File: src/rtl/env_vca_pkg.sv
// Shared definitions for the envelope VCA: FSM states, fixed-point and
// saturation constants. Falls back to 16-bit defaults when the global
// BITS/FPWIDTH defines are not supplied by the including build.
`ifndef BITS
`define BITS 16
`endif
`ifndef FPWIDTH
`define FPWIDTH 16
`endif

package env_vca_pkg;

  localparam int unsigned BITS    = `BITS;
  localparam int unsigned FPWIDTH = `FPWIDTH;

  // Envelope level that represents a gain of exactly 1.0
  localparam logic [BITS-1:0] UNITY_GAIN = BITS'(1) << (FPWIDTH - 1);

  // Signed output limits for a BITS-wide sample
  localparam logic signed [BITS-1:0] SAT_MAX = {1'b0, {(BITS-1){1'b1}}};
  localparam logic signed [BITS-1:0] SAT_MIN = {1'b1, {(BITS-1){1'b0}}};

  typedef enum logic [1:0] {
    ENV_VCA_IDLE   = 2'd0,
    ENV_VCA_SMOOTH = 2'd1,
    ENV_VCA_MUL    = 2'd2,
    ENV_VCA_OUT    = 2'd3
  } env_vca_state_e;

endpackage

File: src/rtl/env_vca_sat_clip.sv
// sat_clip: combinational signed clamp from IN_W bits down to OUT_W bits.
// Shared with the mixer; expects IN_W > OUT_W.
module sat_clip #(
  parameter int unsigned IN_W  = 33,
  parameter int unsigned OUT_W = 16
) (
  input  logic signed [IN_W-1:0]  in_i,
  output logic signed [OUT_W-1:0] out_o
);

  logic [IN_W-OUT_W:0] hi;

  // In range when all bits above the output sign bit agree with it
  always_comb begin
    hi = in_i[IN_W-1:OUT_W-1];
    if (hi == '0 || hi == '1) begin
      out_o = in_i[OUT_W-1:0];
    end else if (in_i[IN_W-1]) begin
      out_o = {1'b1, {(OUT_W-1){1'b0}}};
    end else begin
      out_o = {1'b0, {(OUT_W-1){1'b1}}};
    end
  end

endmodule

File: src/rtl/env_vca.sv
// env_vca: envelope-controlled amplifier. Latches one audio sample and
// envelope level per strobe, optionally slews the envelope, multiplies,
// saturates and emits the result three cycles after the strobe.
// Build option: define ENV_VCA_SMOOTH_EN to enable the one-pole envelope
// smoother; otherwise the envelope follows its input in hard steps.
module env_vca
  import env_vca_pkg::*;
#(
  parameter int unsigned SLEW_SHIFT = 6
) (
  input  logic            clk,
  input  logic            rst,
  input  logic            ena,
  input  logic            sample_valid,
  input  logic [BITS-1:0] audio_in,
  input  logic [BITS-1:0] env_in,
  output logic [BITS-1:0] out,
  output logic            out_valid,
  output logic            overrun
);

  if (SLEW_SHIFT > BITS - 1) begin : g_bad_slew
    $error("env_vca: SLEW_SHIFT out of range");
  end

  env_vca_state_e          state_q, state_d;
  logic signed [BITS-1:0]  aud_q, aud_d;
  logic [BITS-1:0]         tgt_q, tgt_d;
  logic [BITS-1:0]         env_q, env_d;
  logic signed [BITS-1:0]  out_q, out_d;
  logic                    ovr_q, ovr_d;

  logic [BITS-1:0]         env_next;
  logic signed [2*BITS:0]  prod;
  logic signed [2*BITS:0]  scaled;
  logic signed [BITS-1:0]  clip_out;

`ifdef ENV_VCA_SMOOTH_EN
  logic signed [BITS:0]    diff;
  logic signed [BITS:0]    step;

  // One-pole slew toward the target with a +/-1 floor so it always lands exactly
  always_comb begin
    diff = $signed({1'b0, tgt_q}) - $signed({1'b0, env_q});
    step = diff >>> SLEW_SHIFT;
    if (step == '0 && diff != '0) begin
      step = diff[BITS] ? '1 : (BITS+1)'(1);
    end
    // Result always lies between env_q and tgt_q, so modular BITS-wide add is exact
    env_next = env_q + step[BITS-1:0];
  end
`else
  // Hard steps: envelope jumps straight to the latched target
  always_comb begin
    env_next = tgt_q;
  end
`endif

  // Signed audio times unsigned envelope, rescaled so UNITY_GAIN is 1.0
  always_comb begin
    prod   = (2*BITS+1)'(aud_q) * (2*BITS+1)'($signed({1'b0, env_q}));
    scaled = prod >>> (FPWIDTH - 1);
  end

  sat_clip #(
    .IN_W  (2*BITS+1),
    .OUT_W (BITS)
  ) u_clip (
    .in_i  (scaled),
    .out_o (clip_out)
  );

  // Next-state and datapath load control; everything holds while ena is low
  always_comb begin
    state_d = state_q;
    aud_d   = aud_q;
    tgt_d   = tgt_q;
    env_d   = env_q;
    out_d   = out_q;
    ovr_d   = ovr_q;
    if (ena) begin
      unique case (state_q)
        ENV_VCA_IDLE: begin
          if (sample_valid) begin
            aud_d   = audio_in;
            tgt_d   = env_in;
            state_d = ENV_VCA_SMOOTH;
          end
        end
        ENV_VCA_SMOOTH: begin
          env_d   = env_next;
          state_d = ENV_VCA_MUL;
        end
        ENV_VCA_MUL: begin
          // Result register loads on the way into OUT so it is valid alongside the pulse
          out_d   = clip_out;
          state_d = ENV_VCA_OUT;
        end
        ENV_VCA_OUT: begin
          state_d = ENV_VCA_IDLE;
        end
        default: state_d = ENV_VCA_IDLE;
      endcase
      if (sample_valid && state_q != ENV_VCA_IDLE) begin
        ovr_d = 1'b1;
      end
    end
  end

  // State and datapath registers, asynchronously cleared
  always_ff @(posedge clk or negedge rst) begin
    if (!rst) begin
      state_q <= ENV_VCA_IDLE;
      aud_q   <= '0;
      tgt_q   <= '0;
      env_q   <= '0;
      out_q   <= '0;
      ovr_q   <= 1'b0;
    end else begin
      state_q <= state_d;
      aud_q   <= aud_d;
      tgt_q   <= tgt_d;
      env_q   <= env_d;
      out_q   <= out_d;
      ovr_q   <= ovr_d;
    end
  end

  assign out       = out_q;
  assign out_valid = ena && (state_q == ENV_VCA_OUT);
  assign overrun   = ovr_q;

endmodule

File: config.mk
export PLATFORM = sky130hd
export DESIGN_NAME = env_vca
export DESIGN_NICKNAME = d
export VERILOG_FILES = /design/src/rtl/env_vca_pkg.sv /design/src/rtl/env_vca_sat_clip.sv /design/src/rtl/env_vca.sv
export SDC_FILE = /design/constraint.sdc
export NUM_CORES = 1
export LEC_CHECK = 0
export CAP_MARGIN = 20
export CORE_ASPECT_RATIO = 0.7
export CORE_MARGIN = 8
export CORE_UTILIZATION = 50
export CTS_CLUSTER_DIAMETER = 120
export DETAILED_ROUTE_END_ITERATION = 6
export PLACE_DENSITY = 0.8
export SYNTH_ARGS = -nofsm -noshare
export SYNTH_HDL_FRONTEND = slang
export SYNTH_SLANG_ARGS = --single-unit
File: constraint.sdc
create_clock -name clk -period 13.7 [get_ports clk]
set_input_delay 1.37 -clock clk [delete_from_list [all_inputs] [get_ports clk]]
set_output_delay 1.37 -clock clk [all_outputs]
set_load 0.05 [all_outputs]
# ---- Yosys cells after proc, flatten, opt, wreduce, memory -nomap -nowiden
# Cells that the tools add are included.
dict set report op_classes {
  multipliers 1
  n_eq_ne 5
  muxes 4
  reduce_logical 11
}
# operator n
set op_table {}
lappend op_table {{16-bit by 17-bit multiplier with 33-bit output} 1}
lappend op_table {{16-bit two-way mux} 2}
lappend op_table {{18-bit equality test (second input constant)} 1}
lappend op_table {{18-bit zero test} 1}
lappend op_table {{2-bit one-hot mux with 4 select lines} 1}
lappend op_table {{2-bit AND reduction} 4}
lappend op_table {{2-bit equality test (second input constant)} 2}
lappend op_table {{3-bit AND reduction} 1}
lappend op_table {{2-bit by 1-bit equality test with 1-bit output (second input constant)} 1}
lappend op_table {{1-bit logical AND} 2}
lappend op_table {{2-bit zero test} 1}
lappend op_table {{2-bit two-way mux} 1}
lappend op_table {{2-bit inequality test (second input constant)} 1}
lappend op_table {{2-bit nonzero test} 1}
lappend op_table {{1-bit logical OR} 1}
dict set report word_totals {
  reg_bits 67
  inputBits 36
  output_inout_bits 18
  wordCells 27
}

# ---- Depth between registers and ports, before layout
# Gate-level depths: netlist of the first run.
dict set report logic_depth {
  word_depth 4
  ltp_mapped 24
  ltp_nobuf 22
}

# ---- Cells and area by module
# From an unflattened synthesis of the first run, not the netlist that was laid out.
dict set report unflattened {
  cells_unflattened 1176
  area_unflattened_um2 11393.4
}
# module instances cells_per_inst area_per_inst_um2 seq_area_each_um2
set modules_own_cells {}
lappend modules_own_cells {env_vca 1 1143 11146.9 1676.6}
lappend modules_own_cells {sat_clip 1 33 246.5 0.0}

# ---- Least setup slack after synthesis of the first run
# Ideal clock, no wire load.
dict set report synth_timing {
  path_type {reg2reg}
  startpoint {reg aud_q[9]}
  endpoint {reg out_q[0], in the netlist out[0]}
  setup_ns 0.126
  arrival_time_ns 6.110
  t_required_ns 13.574
  path_slack_ns 7.464
  stages_incl_launch_ff 25
  path_buffers 3
  synth_period_minus_slack_ns 6.236
  cell_sequence {dfrtp_1 > clkbuf_1 > clkbuf_1 > nand2_1 > fa_1 > inv_1 > fa_1 > inv_1 > fa_1 > inv_1 > fa_1 > fa_1 > inv_1 > fa_1 > inv_1 > ha_1 > a21oi_1 > nand2_1 > a31oi_1 > a21oi_1 > or3_1 > and3_1 > o21ba_4 > buf_6 > a221o_1}
}
dict set report synth_via {
  elab_chain_cells 4
  word_cells_on_any_way 6
  classes_between {mul (1); eq/ne (1); mux (2); reduce/logical (2)}
}
# item line_no
set synth_lines {}
lappend synth_lines {{from (decl)} env_vca.sv:27} ;# logic signed [BITS-1:0] aud_q, aud_d;
lappend synth_lines {{from (signal assigned)} env_vca.sv:121} ;# aud_q <= aud_d;
lappend synth_lines {{16-bit by 17-bit multiplier with 33-bit output (*)} env_vca.sv:61} ;# prod = (2*BITS+1)'(aud_q) * (2*BITS+1)'($signed({1'b0, env_q}));
lappend synth_lines {{18-bit equality test or 18-bit zero test (tied branches)} env_vca_sat_clip.sv:16} ;# if (hi == '0 || hi == '1) begin
lappend synth_lines {{1-bit logical OR} env_vca_sat_clip.sv:16}
lappend synth_lines {{16-bit two-way mux (*)} env_vca_sat_clip.sv:16}
lappend synth_lines {{to (signal assigned)} env_vca.sv:124} ;# out_q <= out_d;
lappend synth_lines {{to (decl)} env_vca.sv:30} ;# logic signed [BITS-1:0] out_q, out_d;
# Every way passes the cells marked *; elsewhere a longest branch is shown, timed or not.
# A chain may end at the register's enable or synchronous reset.

# ---- Worst setup path in the final report of the first run
dict set report layout_timing {
  startpoint {reg aud_q[8]}
  endpoint {reg out_q[10], in the netlist out[10]}
}
# The elaborated chain is that of the path after synthesis.

==> impl_metrics.ini, run 1 <==
[outcome]
status = finished, final reports clean

[synth]
synth_area_um2 = 11300
synth_nets = 1521
synthCells = 1169
synth_area_leaders = fa_1 (34%), dfrtp_1 (15%), ha_1 (14%), inv_1 (7.8%), and2_1 (6.8%)
yosys.area.top_type = fa_1
synth_warnings = 0
yosysSeqAreaShare = 0.148
ys_seq_elements = 67
postSynth.asyncResetShare = 1.00
avgSynthCellArea_um2 = 9.66
yosysTopAreaCellShare = 0.342
ys.flop_type = dfrtp_1
synth_edf_count = 0
synth_cell_types = 56

[clocking]
cts_hold_buffers = 0
clkLatencyLatePin_ns = 0.34
clk_pin_slew_ns = 0.06
h-tree-depth = 3
cts.path.max_buffers = 2
numCtsBuffers = 9
cts_tree = done
clk_root_buffer_cell = clkbuf_16
cts_sinks = 67
postCtsSetupBuffers = 0
cts_resized = 0

[detailed_routing]
wl_per_cell_um = 17.1
drt_drc_violations_left = 0
vias = 8103
viasPerCell = 5.45
first_pass_iters = 5
drtAntennaViolNets = 0
wl_mm = 25.4
drtIter0Drc = 549

[timing]
clock_skew_ns = 0.0110
finalSetupViolCount = 0
timing.setup.tns_ns = 0
hold_viol = 0
min_period_ns = 7.03
setup_slack_ns = 6.67
max_clock_freq_mhz = 142
rsz0062_at_grt = false
period_share = 0.514
slew_headroom = 0.424
maxSlewViolCount = 0
worst_slew_pin_slew_ns = 0.864

[placement]
io_buffers = 53
place.gp.congestion = 0.881
dp_hpwl_mm = 20.1
place_ws_ns = 6.70

[global_route]
grt_pass1_vias = 8549
antenna_found_initial = 0
grt_overflow_total = 0
grt_usage = 0.189
grt_pass1_wl_mm = 42.6
grt_max_degree = 68

[final_layout]
final_cell_mix = inv_1 (236), fa_1 (193), nand2_1 (139)
antennaDiodeCount = 0
area_growth_pct = 9.35
layout_commonest_cell = inv_1
nets = 1546
drive_gt1_frac = 0.0684
n_fill_cell = 1884

[critical_path]
crit_slowest_cell = dfrtp_1
critPathCaptureType = flop
path_class = reg -> reg
crit_chain = nand2_1, fa_1, inv_1, fa_1, inv_1, fa_1, inv_1, fa_1, fa_1, inv_1, fa_1, inv_1, ha_1, a21oi_1, nand2_1, a31oi_1, a21oi_1, o21ai_0, nand3_1, o41ai_4, a221o_1
ff2ff_path_depth = 21
cpMostUsedCell = fa_1
cp-start-kind = flop
cp.required_ns = 13.97
cpPeakStageDelay_ns = 0.81
r2r_setup_slack_ns = 6.67
crit_path_max_fanout = 17
critPathArrivalTime_ns = 7.31
worstReg2RegStart = aud_q[8]
crit_buf_inv = 5
cp_top_family = adder cells
rr_endpoint = out[10]

[min_path]
hold_end = overrun
worstHoldPathType = reg -> reg
hp-start = overrun
hold_depth = 1

[die]
std_cell_rows = 46
coreArea_um2 = 22400
io_pins = 54
die_w_um = 196
die_h_um = 142
dieArea_um2 = 27700
initial_core_util = 0.505

[flow_run]
max_cap_viol_count = 0
[sequential cells by signal, indices dropped and copies added (netlist names)]
name and count:
aud_q 16, env_next 16, out 16, overrun 1
env_q 16, state_q 2
[stage by stage]
stage	cell area [µm²]	hold WS, ns	utilization	std cells
after global placement	12000	0.458	0.537	1471
after floorplan	11300	0.475	-	1169
after global routing	12400	0.519	0.552	1487
after detailed placement	12000	0.477	0.537	1471
final	12400	0.494	0.552	1487
after CTS	12400	0.495	0.552	1487
[worst max path at each step]
stage / start / to / slack, ns / depth (start not counted)
3_5_place_dp: aud_q[7] / out[10] / 6.70 / 21
5_1_grt: aud_q[7] / out[10] / 6.21 / 21
2_1_floorplan: aud_q[9] / out[0] / 7.46 / 24
3_3_place_gp: aud_q[7] / out[14] / 6.83 / 21
6_report: aud_q[8] / out[10] / 6.67 / 21
4_1_cts: aud_q[7] / out[10] / 6.65 / 21
[metal layers]
metal | global-route usage | vias to the layer above | part of all wire
met5 | 0 | - | 0
met4 | 0.0517 | 0 | 0.018
met3 | 0.0256 | 31 | 0.054
li1 | - | 3688 | -
met2 | 0.312 | 241 | 0.48
met1 | 0.260 | 4143 | 0.45
[cells in the mapped netlist, drive strengths merged (3+ instances only)]
cell	count
inv	237
fa	193
nand2	139
and2	123
ha	123
dfrtp	67
mux2	48
clkbuf	36
a21oi	30
nor2	26
o21ai	18
a221o	15
nand3	11
nor3	10
nand2b	9
xnor2	9
a21o	7
and3	7
nor2b	6
a211oi	5
a31oi	5
buf	5
xor2	5
nand4	4
or3	4
o21a	3
[final cells by class]
class	instances	area [µm²]	share of cell area
well taps	288	360	0.0292
multi-input cells	824	8560	0.693
inverters	237	890	0.0720
flip-flops and latches	67	1680	0.136
repair buffers	55	541	0.0438
clock buffers	9	225	0.0182
clock inverters	7	98.8	0.00800
[cell families (layout without fill, tap and decap cells)]
group | count (synthesis) | count (layout) | synth area share
xor gates and xnor gates | 14 | 14 | 0.0109
muxes | 49 | 49 | 0.0487
AOI/OAI and AO/OA | 100 | 100 | 0.0658
DFF | 67 | 67 | 0.148
buffers and inverters | 278 | 308 | 0.0937
and+or+nand+nor | 345 | 345 | 0.154
adders and majority gates | 316 | 316 | 0.478
Power of run 1 is left out: the tool's default activity adds up to more than one toggle a clock period on the data nets, which glitch-free logic cannot reach.
==> inputs of run 2 (changes only) <==
- PLACE_DENSITY: 0.8 -> 0.83
- clock period: 13.7 -> 6.3 ns (I/O delays scaled with it)
==> run 2 against run 1 <==
Effect of this change:
- setup slack lost 6.5 ns
- clock skew shrank 0.0012 ns
- wire length grew 15%
- final area grew 9.6%
- critical endpoint is now out[11]
- register-to-register slack lost 6.5 ns
- hold slack lost 0.012 ns
- largest cell class unchanged
- via count grew 7.8%
- first-iteration DRC count grew 21%
- maximum frequency grew 14%
==> impl_metrics.ini, run 2 (same netlist as run 1, synthesis figures left out) <==
[outcome]
status = finished, final reports clean

[detailed_routing]
drt_drc_violations_left = 0
drtIter0Drc = 665
wl_per_cell_um = 18.5
vias = 8738
wl_mm = 29.2
first_pass_iters = 5
viasPerCell = 5.53
drtAntennaViolNets = 0

[flow_run]
max_cap_viol_count = 0

[critical_path]
worstReg2RegStart = aud_q[5]
cpMostUsedCell = fa_1
cp_top_family = adder cells
path_class = reg -> reg
crit_slowest_cell = fa_1
cp.required_ns = 6.54
critPathCaptureType = flop
crit_buf_inv = 5
critPathArrivalTime_ns = 6.41
crit_start = aud_q[5]
cpPeakStageDelay_ns = 0.52
cp-start-kind = flop
crit_path_max_fanout = 5
crit_chain = buf_6, and2_1, fa_1, inv_1, fa_2, fa_1, inv_2, fa_1, fa_1, inv_1, fa_1, inv_1, ha_4, nand4_1, or3_4, a21o_1, a31oi_1, a21oi_1, xnor2_1, a221o_1

[clocking]
cts_tree = done
cts.path.max_buffers = 2
clkLatencyLatePin_ns = 0.35
numCtsBuffers = 9
clk_root_buffer_cell = clkbuf_16
clk_pin_slew_ns = 0.07
cts_hold_buffers = 0
cts_sinks = 67
h-tree-depth = 3

[final_layout]
final_cell_count_no_fill = 1580
antennaDiodeCount = 0
drive_gt1_frac = 0.195
nets = 1639
final_cell_mix = inv_1 (233), fa_1 (186), nand2_1 (137)
area_growth_pct = 19.8
layout_commonest_cell = inv_1

[timing]
hold_viol = 0
slew_headroom = 0.429
clock_skew_ns = 0.00979
setup_slack_ns = 0.126
hold_slack_ns = 0.482
maxSlewViolCount = 0
period_share = 0.980
worst_slew_pin_slew_ns = 0.857
rsz0062_at_grt = true
finalSetupViolCount = 0
max_clock_freq_mhz = 162
min_period_ns = 6.17

[placement]
io_buffers = 53
place_ws_ns = -0.335
placedCellCount = 1527
dp_hpwl_mm = 21.9
place.gp.congestion = 0.895

[die]
initial_core_util = 0.505
dieArea_um2 = 27700
std_cell_rows = 46
coreArea_um2 = 22400
die_w_um = 196
io_pins = 54
die_h_um = 142

[global_route]
antenna_found_initial = 0
grt_pass1_vias = 9121
grt_pass1_wl_mm = 45.0
grt_overflow_total = 0
grt_usage = 0.201
grt_max_degree = 68

[min_path]
worstHoldPathType = in -> async
-- run 2: changes by cell type in the layout (fill, tap and decap cells not counted), moves of 4 or more --
cell     before  now
a21oi_1      29   22
ha_1        123  112
dfrtp_1      67   44
ha_4          0   10
fa_1        193  186
a21oi_4       0    4
dfrtp_2       0   23
fa_2          0    7
buf_4         2   81
buf_6         0    8
-- run 2: worst paths after layout --
kind | to | cells after the start | slack [ns]
max in group asynchronous | env_q[8] | 2 | 5.22
worst min register to register | overrun | 1 | 0.50
worst max register to register | out[11] | 20 | 0.13
min in group clk | overrun | 1 | 0.50
worst min-delay path | env_next[9] | 2 | 0.48
worst max-delay path | out[11] | 20 | 0.13
-- run 2: what timing repair did --
item,4_1_cts,5_1_grt
resized for setup,6,107
pin swaps,1,43
setup buffers,2,33
cloned,0,2
endpoints found under the setup margin,15,15
-- run 2: layer usage --
layer / wire, µm / global-route usage
met5: 0 / 0
met4: 617 / 0.0521
met3: 2350 / 0.0473
met2: 14200 / 0.339
met1: 12100 / 0.257
-- run 2: worst register-to-register path, delay by kind of cell (launching register included) --
kind	cells	cell delay (ns)
simple gates	3	0.75
flops	1	0.46
fa+ha+maj	7	3.18
buf+inv	5	0.40
xor+xnor	1	0.19
compound gates	4	1.07
-- run 2: per-stage QoR --
step / TNS [ns] / utilization / area, µm²
after floorplan: 0 / - / 11300
after global placement: -2.75 / 0.556 / 12400
after detailed placement: -4.94 / 0.556 / 12400
after CTS: 0 / 0.571 / 12800
after global routing: -0.707 / 0.605 / 13500
final: 0 / 0.605 / 13500
-- run 2: area by class of cell --
type	instances	area, µm²
multi-input combinational	825	8970
fill	1699	8850
sequential	67	1710
timing repair buffer	147	1300
inverter	237	890
tap	288	360
clock buffer	9	225
clock inverter	7	82.6
Power of run 2 is left out for the same reason.
==> inputs of run 3 (changes only) <==
- CORE_UTILIZATION: 50 -> 55
- DONT_BUFFER_PORTS: not set -> 1
- PLACE_DENSITY: 0.83 -> 0.85
==> run 3 against run 2 <==
Effect of this change:
- count of clock-buffer cells in the layout unchanged
- global-route usage increased by 2.5 points
- sequential share of layout area increased by 0.93 points
- clock skew increased by 0.0089 ns
- highest routed layer unchanged
- via count decreased by 2.7%
- flip-flop and latch count unchanged
==> impl_metrics.ini, run 3 (same netlist as run 1, synthesis figures left out) <==
[outcome]
status = finished, final reports clean

[detailed_routing]
wl_mm = 28.5
first_pass_iters = 6
drtAntennaViolNets = 0
drtIter0Drc = 727
viasPerCell = 5.68
drt_drc_violations_left = 0
vias = 8505
wl_per_cell_um = 19.1

[timing]
rsz0062_at_grt = true
slew_headroom = 0.430
maxSlewViolCount = 0
timing.setup.tns_ns = 0
finalSetupViolCount = 0
period_share = 0.981
min_period_ns = 6.18
hold_slack_ns = 0.153
clock_skew_ns = 0.0187
max_clock_freq_mhz = 162
hold_viol = 0
worst_slew_pin_slew_ns = 0.853
setup_slack_ns = 0.118

[global_route]
grt_usage = 0.226
grt_pass1_vias = 9158
antenna_found_initial = 0
grt_pass1_wl_mm = 46.1
grt_overflow_total = 0
grt_max_degree = 68

[placement]
io_buffers = 0
place_ws_ns = -0.376
place.gp.congestion = 0.910
dp_hpwl_mm = 22.9

[final_layout]
antennaDiodeCount = 0
area_growth_pct = 11.4
nets = 1569
final_cell_mix = inv_1 (236), fa_1 (193), nand2_1 (139)
drive_gt1_frac = 0.160
layout_commonest_cell = inv_1
fin_util = 0.616

[die]
dieArea_um2 = 25500
initial_core_util = 0.553
io_pins = 54
die_h_um = 136
die_w_um = 187
std_cell_rows = 44
coreArea_um2 = 20400

[critical_path]
critPathCaptureType = flop
crit_path_max_fanout = 14
cp-start-kind = flop
cp.required_ns = 6.53
path_class = reg -> reg
critPathArrivalTime_ns = 6.41

[clocking]
clkLatencyLatePin_ns = 0.36
clk_pin_slew_ns = 0.07
clk_root_buffer_cell = clkbuf_16
cts_sinks = 67
cts_tree = done
h-tree-depth = 3
numCtsBuffers = 9
cts.path.max_buffers = 2

[flow_run]
max_cap_viol_count = 0

[min_path]
worstHoldPathType = in -> async
## run 3: cell count changes in the layout (fill, tap and decap cells not counted), sizes merged
| cell | change |
|---|---|
| buf | -17 |
| clkbuf | -1 |
| clkdlybuf4s50 | -52 |
## run 3: worst max-delay path, cell delays in order (launching register included)
cell and delay [ns]:
dfrtp_2 0.48, buf_6 0.18, and2_1 0.17, fa_1 0.52, fa_1 0.56, inv_1 0.05, fa_1 0.47, inv_1 0.05
fa_1 0.50, fa_1 0.42, ha_1 0.29, ha_1 0.30, a21oi_2 0.14, o221ai_1 0.14, a21o_2 0.26, a211o_1 0.29
or2_0 0.22, o2111ai_2 0.34, o41ai_4 0.17, buf_12 0.18, a221o_1 0.29
## run 3: through the flow
| step | cell area, µm² | std cells |
|---|---|---|
| finish | 12600 | 1498 |
| global route | 12600 | 1498 |
| CTS | 12300 | 1487 |
| detailed placement | 12000 | 1468 |
| global placement | 12000 | 1468 |
| floorplan | 11300 | 1169 |
## run 3: cell type report
type                    count  area (µm²)
clock buffers               9         225
clock inverters             7        82.6
fillers                  1507        7840
inverters                 237         890
multi-input cells         825        8710
flip-flops and latches     67        1700
well taps                 276         345
repair buffers             77         631
## run 3: timing repair
item,in CTS,in global routing
pin swaps,1,6
gates cloned,0,1
hold buffers,1,0
gates resized for setup,2,48
hold endpoints to repair,67,0
setup buffers,2,10
setup endpoints to repair,15,15
## run 3: final timing paths
kind                             start           to  slack, ns  depth (start not counted)
setup / recovery             env_q[13]       out[1]       0.12                         20
hold / removal                     rst     env_q[2]       0.15                          1
setup reg to reg             env_q[13]       out[1]       0.12                         20
hold reg to reg            env_next[0]  env_next[0]       0.51                          1
max in group asynchronous          rst       out[5]       5.85                          1
min in group clk                   ena   state_q[0]       0.36                          1
## run 3: routing by layer
metal | up-vias | GRT usage | part of all wire
met2 | 435 | 0.379 | 0.47
met4 | 0 | 0.0827 | 0.033
met1 | 4231 | 0.280 | 0.40
met3 | 97 | 0.0610 | 0.093
li1 | 3742 | - | -
met5 | - | 0 | 0
Power of run 3 is left out for the same reason.
==> edit 1: new RTL, config.mk and constraints of run 1 <==
Build with the macro `ENV_VCA_SMOOTH_EN` defined.
--- a/src/rtl/env_vca.sv
+++ b/src/rtl/env_vca.sv
@@ -3,6 +3,8 @@
 // saturates and emits the result three cycles after the strobe.
 // Build option: define ENV_VCA_SMOOTH_EN to enable the one-pole envelope
 // smoother; otherwise the envelope follows its input in hard steps.
+`define ENV_VCA_SMOOTH_EN
+
 module env_vca
   import env_vca_pkg::*;
 #(
Function: changed (a bounded check fails within 4 cycles, from zero or initial values and one cycle with rst low).
==> edit 1 against run 1 <==
Utilization decreased by 0.10 points. Area after synthesis increased by 10%. Worst setup slack got worse by 0.31 ns. Final area increased by 9.5%. Synthesized cell count increased by 15%. Wire length increased by 6.9%. Sequential cell count unchanged. Largest cell class unchanged.
Power is not shown: default switching activity piles up to over one toggle a cycle in this logic, so the estimate is an artifact.
==> edit 1: results (changes against run 1) <==
CTS
  – Later-pin clock latency in the skew report: 0.36 ns (+0.02 ns)
  – Clk slew on worst S/H paths: 0.06 ns (about the same)
  – Setup repair bufs after CTS: 0 (unchanged)
  – CTS max path bufs: 2 (unchanged)
  – Num CTS Buffers: 9 (unchanged)
  – Clk Tree Root Cell: clkbuf_16
  – H-tree depth: 3 (unchanged)
  – Post-cts gate resize count: 0 (unchanged)

Global route
  – Global-route wire length before repair: 46600 um (+9.4%)
  – Vias in the first global route: 9439 (+10%)
  – Tot GR Track Use: 18.69% (-0.26 points)
  – Antenna violations before repair: 0 (unchanged)
  – Largest net degree at the start of global routing: 68 (unchanged)

Setup path
  – CP max FO: 19 (+2)
  – Worst path slowest cell: dfrtp_1
  – Max stage delay on crit path: 0.85 ns (+0.04 ns)
  – Top delay family on crit path: adder cells
  – R2R depth: 20 (-4.8%)
  – Reg2reg start: env_q[14]
  – Slack of the worst reg-to-reg path: 6.35 ns (-0.31 ns)
  – WP data arrival: 7.63 ns (+0.32 ns)
  – Crit Reg-Reg Endpoint: out[3]

Drt
  – Wirelength per Cell: 16.06 um (-6.1%)
  – Initial drt markers: 521 (-5.1%)
  – Drt pass-1 iters: 7 (+2)
  – Vias: 9100 (+12%)

Hold path
  – Worst hold path startpoint: overrun
  – Min-delay worst type: flop to flop
  – Hold endpoint: overrun
  – Hold depth: 1 (unchanged)

Status
  – Outcome: finished, final reports clean

Synth
  – Post-synth top cells: inv_1, fa_1, ha_1, nand2_1, and2_1
  – YS warnings: 0 (unchanged)
  – Async S/R FF share, synth: 100.0% (unchanged)
  – Post-synthesis cell count: 1342 (+15%)
  – Top cells by area, synth: fa_1, ha_1, dfrtp_1, inv_1, and2_1
  – Synth Flop Type: dfrtp_1
  – Register area share after synthesis: 13.44% (-1.4 points)
  – Yosys cell types: 71 (+27%)

STA
  – Final Skew: 0.005264 ns (-0.005704 ns)
  – Slew margin rel.: 32.22% (-10 points)

Placed design
  – Post-place setup slack: 6.456 ns (-0.2391 ns)
  – Dpl hpwl: 21550 um (+7.0%)
  – Port bufs: 53 (unchanged)
  – Final Wtd Congestion: 0.8622 (-2.1%)

Layout
  – Ant. Diodes: 0 (unchanged)
  – Post-route insts no fill: 1693 (+14%)
  – Layout cells sized above 1: 5.482% (-1.4 points)
[edit 1: cell count changes after synthesis, moves of 11 or more]
cell            run 1  this run
ha_1              123       154
mux2_2             48        34
xor2_1              5        20
a21o_1              6        17
nand2_1           139       152
o21ai_0            13        27
xnor2_1             9        25
nor2_1             26        42
inv_1             236       273
[edit 1: per-layer routing]
layer	routed length, um	vias up	GRT usage, %
met4	479	0	4.811
met1	12570	4569	26.39
li1	-	4257	-
met5	0	-	0
met2	12700	246	29.69
met3	1446	28	2.847
[edit 1: worst max path at each step]
| stage | from | to | slack [ns] | depth (start not counted) |
|---|---|---|---|---|
| detailed placement | env_q[14] | out[5] | 6.46 | 20 |
| CTS | env_q[14] | out[5] | 6.39 | 20 |
| finish | env_q[14] | out[3] | 6.35 | 20 |
| global placement | env_q[14] | out[2] | 6.69 | 20 |
| floorplan | aud_q[9] | out[10] | 7.46 | 23 |
| global route | env_q[14] | out[5] | 5.92 | 20 |
[edit 1: stage by stage]
stage	hold WS, ns	instance area, um^2
after global routing	0.4984	13530
final	0.4733	13530
after floorplan	0.4794	12480
after global placement	0.4564	13250
after CTS	0.4789	13530
after detailed placement	0.4615	13250
[edit 1: cell type report]
| cell class | instances | area [um^2] |
|---|---|---|
| Fill cell | 2114 | 11040 |
| Sequential cell | 67 | 1677 |
| Multi-Input combinational cell | 956 | 9597 |
| Clock buffer | 9 | 225.2 |
| Timing Repair Buffer | 55 | 540.5 |
| Inverter | 274 | 1028 |
| Tap cell | 325 | 406.6 |
| Clock inverter | 7 | 52.55 |
[edit 1: logic make-up (layout without fill, tap and decap cells)]
group | count (synthesis) | after routing | synth area share (%)
and+or+nand+nor | 377 | 377 | 15.04
muxes | 35 | 35 | 3.149
adders and majority gates | 349 | 349 | 46.74
xor gates and xnor gates | 45 | 45 | 3.159
DFF | 67 | 67 | 13.44
AOI/OAI and AO/OA | 150 | 150 | 8.836
buffers and inverters | 319 | 345 | 9.638
[edit 1: worst reg2reg max path, stage by stage, from the launching register on]
cell and delay [ns]:
dfrtp_1 0.85, nand2_1 0.17, fa_1 0.53, fa_1 0.56, inv_1 0.07, fa_1 0.48, fa_1 0.51, fa_1 0.50
inv_1 0.05, fa_1 0.47, inv_1 0.04, ha_1 0.32, and2_1 0.16, o21ai_0 0.13, o311ai_0 0.62, inv_1 0.17
o32ai_2 0.36, or3_1 0.16, a31oi_1 0.08, nor2_1 0.78, a221o_1 0.29
==> edit 2: new RTL, config.mk and constraints of run 1 <==
Made on the original files. Register the output `out_valid`, cleared by the reset; this adds one clock of latency there. The other outputs are not delayed to match.
--- a/src/rtl/env_vca.sv
+++ b/src/rtl/env_vca.sv
@@ -127,7 +127,13 @@
   end
 
   assign out       = out_q;
-  assign out_valid = ena && (state_q == ENV_VCA_OUT);
+  always_ff @(posedge clk or negedge rst) begin
+    if (!rst) begin
+      out_valid <= '0;
+    end else begin
+      out_valid <= ena && (state_q == ENV_VCA_OUT);
+    end
+  end
   assign overrun   = ovr_q;
 
 endmodule
Check against the original RTL: not equivalent (a bounded check fails within 4 cycles, from zero or initial values and one cycle with rst low).
==> edit 2 against run 1 <==
Area after synthesis grew 0.22%. Synthesized cell count is essentially flat. Worst setup slack gained 0.077 ns. Die area grew 0.20%. First-iteration DRC count shrank 2.6%. Cell count is essentially flat. Utilization is essentially flat. Critical path type unchanged. Sequential cell count grew 1. Final area grew 0.20%. Wire length shrank 0.43%.
Power is left out: the tool's default activity adds up to more than one toggle a clock period on the data nets, which glitch-free logic cannot reach.
==> edit 2: results (changes against run 1) <==
Layout
  – Fill cells: 1884 (unchanged)
  – Layout cells sized above 1: 6.833% (about the same)
  – Ant. Diodes: 0 (unchanged)

CTS
  – Num CTS Buffers: 9 (unchanged)
  – Later-pin clock latency in the skew report: ~0.35 ns
  – H-tree depth: 3 (unchanged)
  – Clk Tree Root Cell: clkbuf_16
  – CTS max path bufs: 2 (unchanged)
  – Post-cts gate resize count: 0 (unchanged)
  – Setup repair bufs after CTS: 0 (unchanged)
  – Clk slew on worst S/H paths: 0.07 ns

STA
  – Final Skew: 0.01156 ns (+0.0005912 ns)
  – Slew margin rel.: 42.56% (+0.15 points)

Hold path
  – Hold depth: 1 (unchanged)
  – Min-delay worst type: flop to flop

Drt
  – Drt pass-1 iters: 5 (unchanged)
  – Wirelength per Cell: 17.02 um (-0.50%)
  – Initial drt markers: 535 (-2.6%)
  – WL final: 25320 um (-0.43%)
  – Vias/cell: 5.436 (-0.24%)

Placed design
  – Port bufs: 53 (unchanged)
  – Dpl hpwl: 20400 um (+1.3%)
  – Final Wtd Congestion: 0.8811 (about the same)

Global route
  – Vias in the first global route: 8449 (-1.2%)
  – Antenna violations before repair: 0 (unchanged)
  – Largest net degree at the start of global routing: 69 (+1.5%)
  – Global-route wire length before repair: 42620 um (+0.11%)
  – Tot GR Track Use: 18.97% (+0.025 points)

Synth
  – Synth Flop Type: dfrtp_1
  – Post-synth top cells: inv_1, fa_1, nand2_1, and2_1, ha_1
  – Async S/R FF share, synth: 100.0% (unchanged)
  – Yosys cell types: 56 (unchanged)
  – Synth Area in XOR/XNOR: 1.083% (-0.0024 points)
  – Post-Syn Area per Cell: 9.676 um^2 (+0.14%)
  – Synth Area in Adders: 47.72% (-0.11 points)
  – YS warnings: 0 (unchanged)
  – Mux cell area share after synthesis: 4.863% (-0.011 points)
  – Post-synthesis net count: 1522 (+0.066%)
  – Synth Area in Compound Gates: 6.565% (-0.015 points)
  – Top cells by area, synth: fa_1, dfrtp_1, ha_1, inv_1, and2_1
  – Register area share after synthesis: 15.03% (+0.19 points)

Setup path
  – R2R depth: 21 (unchanged)
  – WP data arrival: 7.24 ns (-0.07 ns)
  – CP max FO: 17 (unchanged)

Status
  – Outcome: finished, final reports clean
-- edit 2: path summary, 6_finish.rpt --
check                      slack, ns      endpoint     start
max in group asynchronous      11.91        out[3]       rst
min                             0.49       overrun   overrun
max                             6.74       out[10]  aud_q[7]
min in group asynchronous       1.22  env_next[12]       rst
min reg2reg                     0.49       overrun   overrun
max reg2reg                     6.74       out[10]  aud_q[7]
-- edit 2: layer usage --
layer,routed length [um],vias up,GRT usage (%)
met3,1709,40,3.431
li1,-,3695,-
met1,11100,4072,26.11
met2,12000,282,30.61
met5,0,-,0
met4,518,0,5.012
-- edit 2: worst max-delay path, cell delays in order, from the launching register on --
cell and delay (ns):
dfrtp_1 0.76, nand2_1 0.17, fa_1 0.57, inv_1 0.06
fa_1 0.51, inv_1 0.06, fa_1 0.53, inv_1 0.05
fa_1 0.45, fa_1 0.49, inv_1 0.05, fa_1 0.47
inv_1 0.04, ha_1 0.33, a21oi_1 0.21, nand2_1 0.12
a31oi_1 0.44, a21oi_1 0.18, o21ai_0 0.20, nand3_1 0.14
o41ai_4 0.79, a221o_1 0.28
-- edit 2: through the flow --
step                instance area, um^2  setup WS [ns]
global placement                  12050          6.858
global route                      12380          6.260
finish                            12380          6.742
detailed placement                12050          6.771
CTS                               12380          6.755
floorplan                         11320          7.464
-- edit 2: layout make-up --
| class | count | area share (%) |
|---|---|---|
| Tap cell | 288 | 2.911 |
| Clock buffer | 9 | 1.820 |
| Timing Repair Buffer | 55 | 4.367 |
| Inverter | 237 | 7.188 |
| Multi-Input combinational cell | 824 | 69.17 |
| Sequential cell | 68 | 13.75 |
| Clock inverter | 7 | 0.7986 |
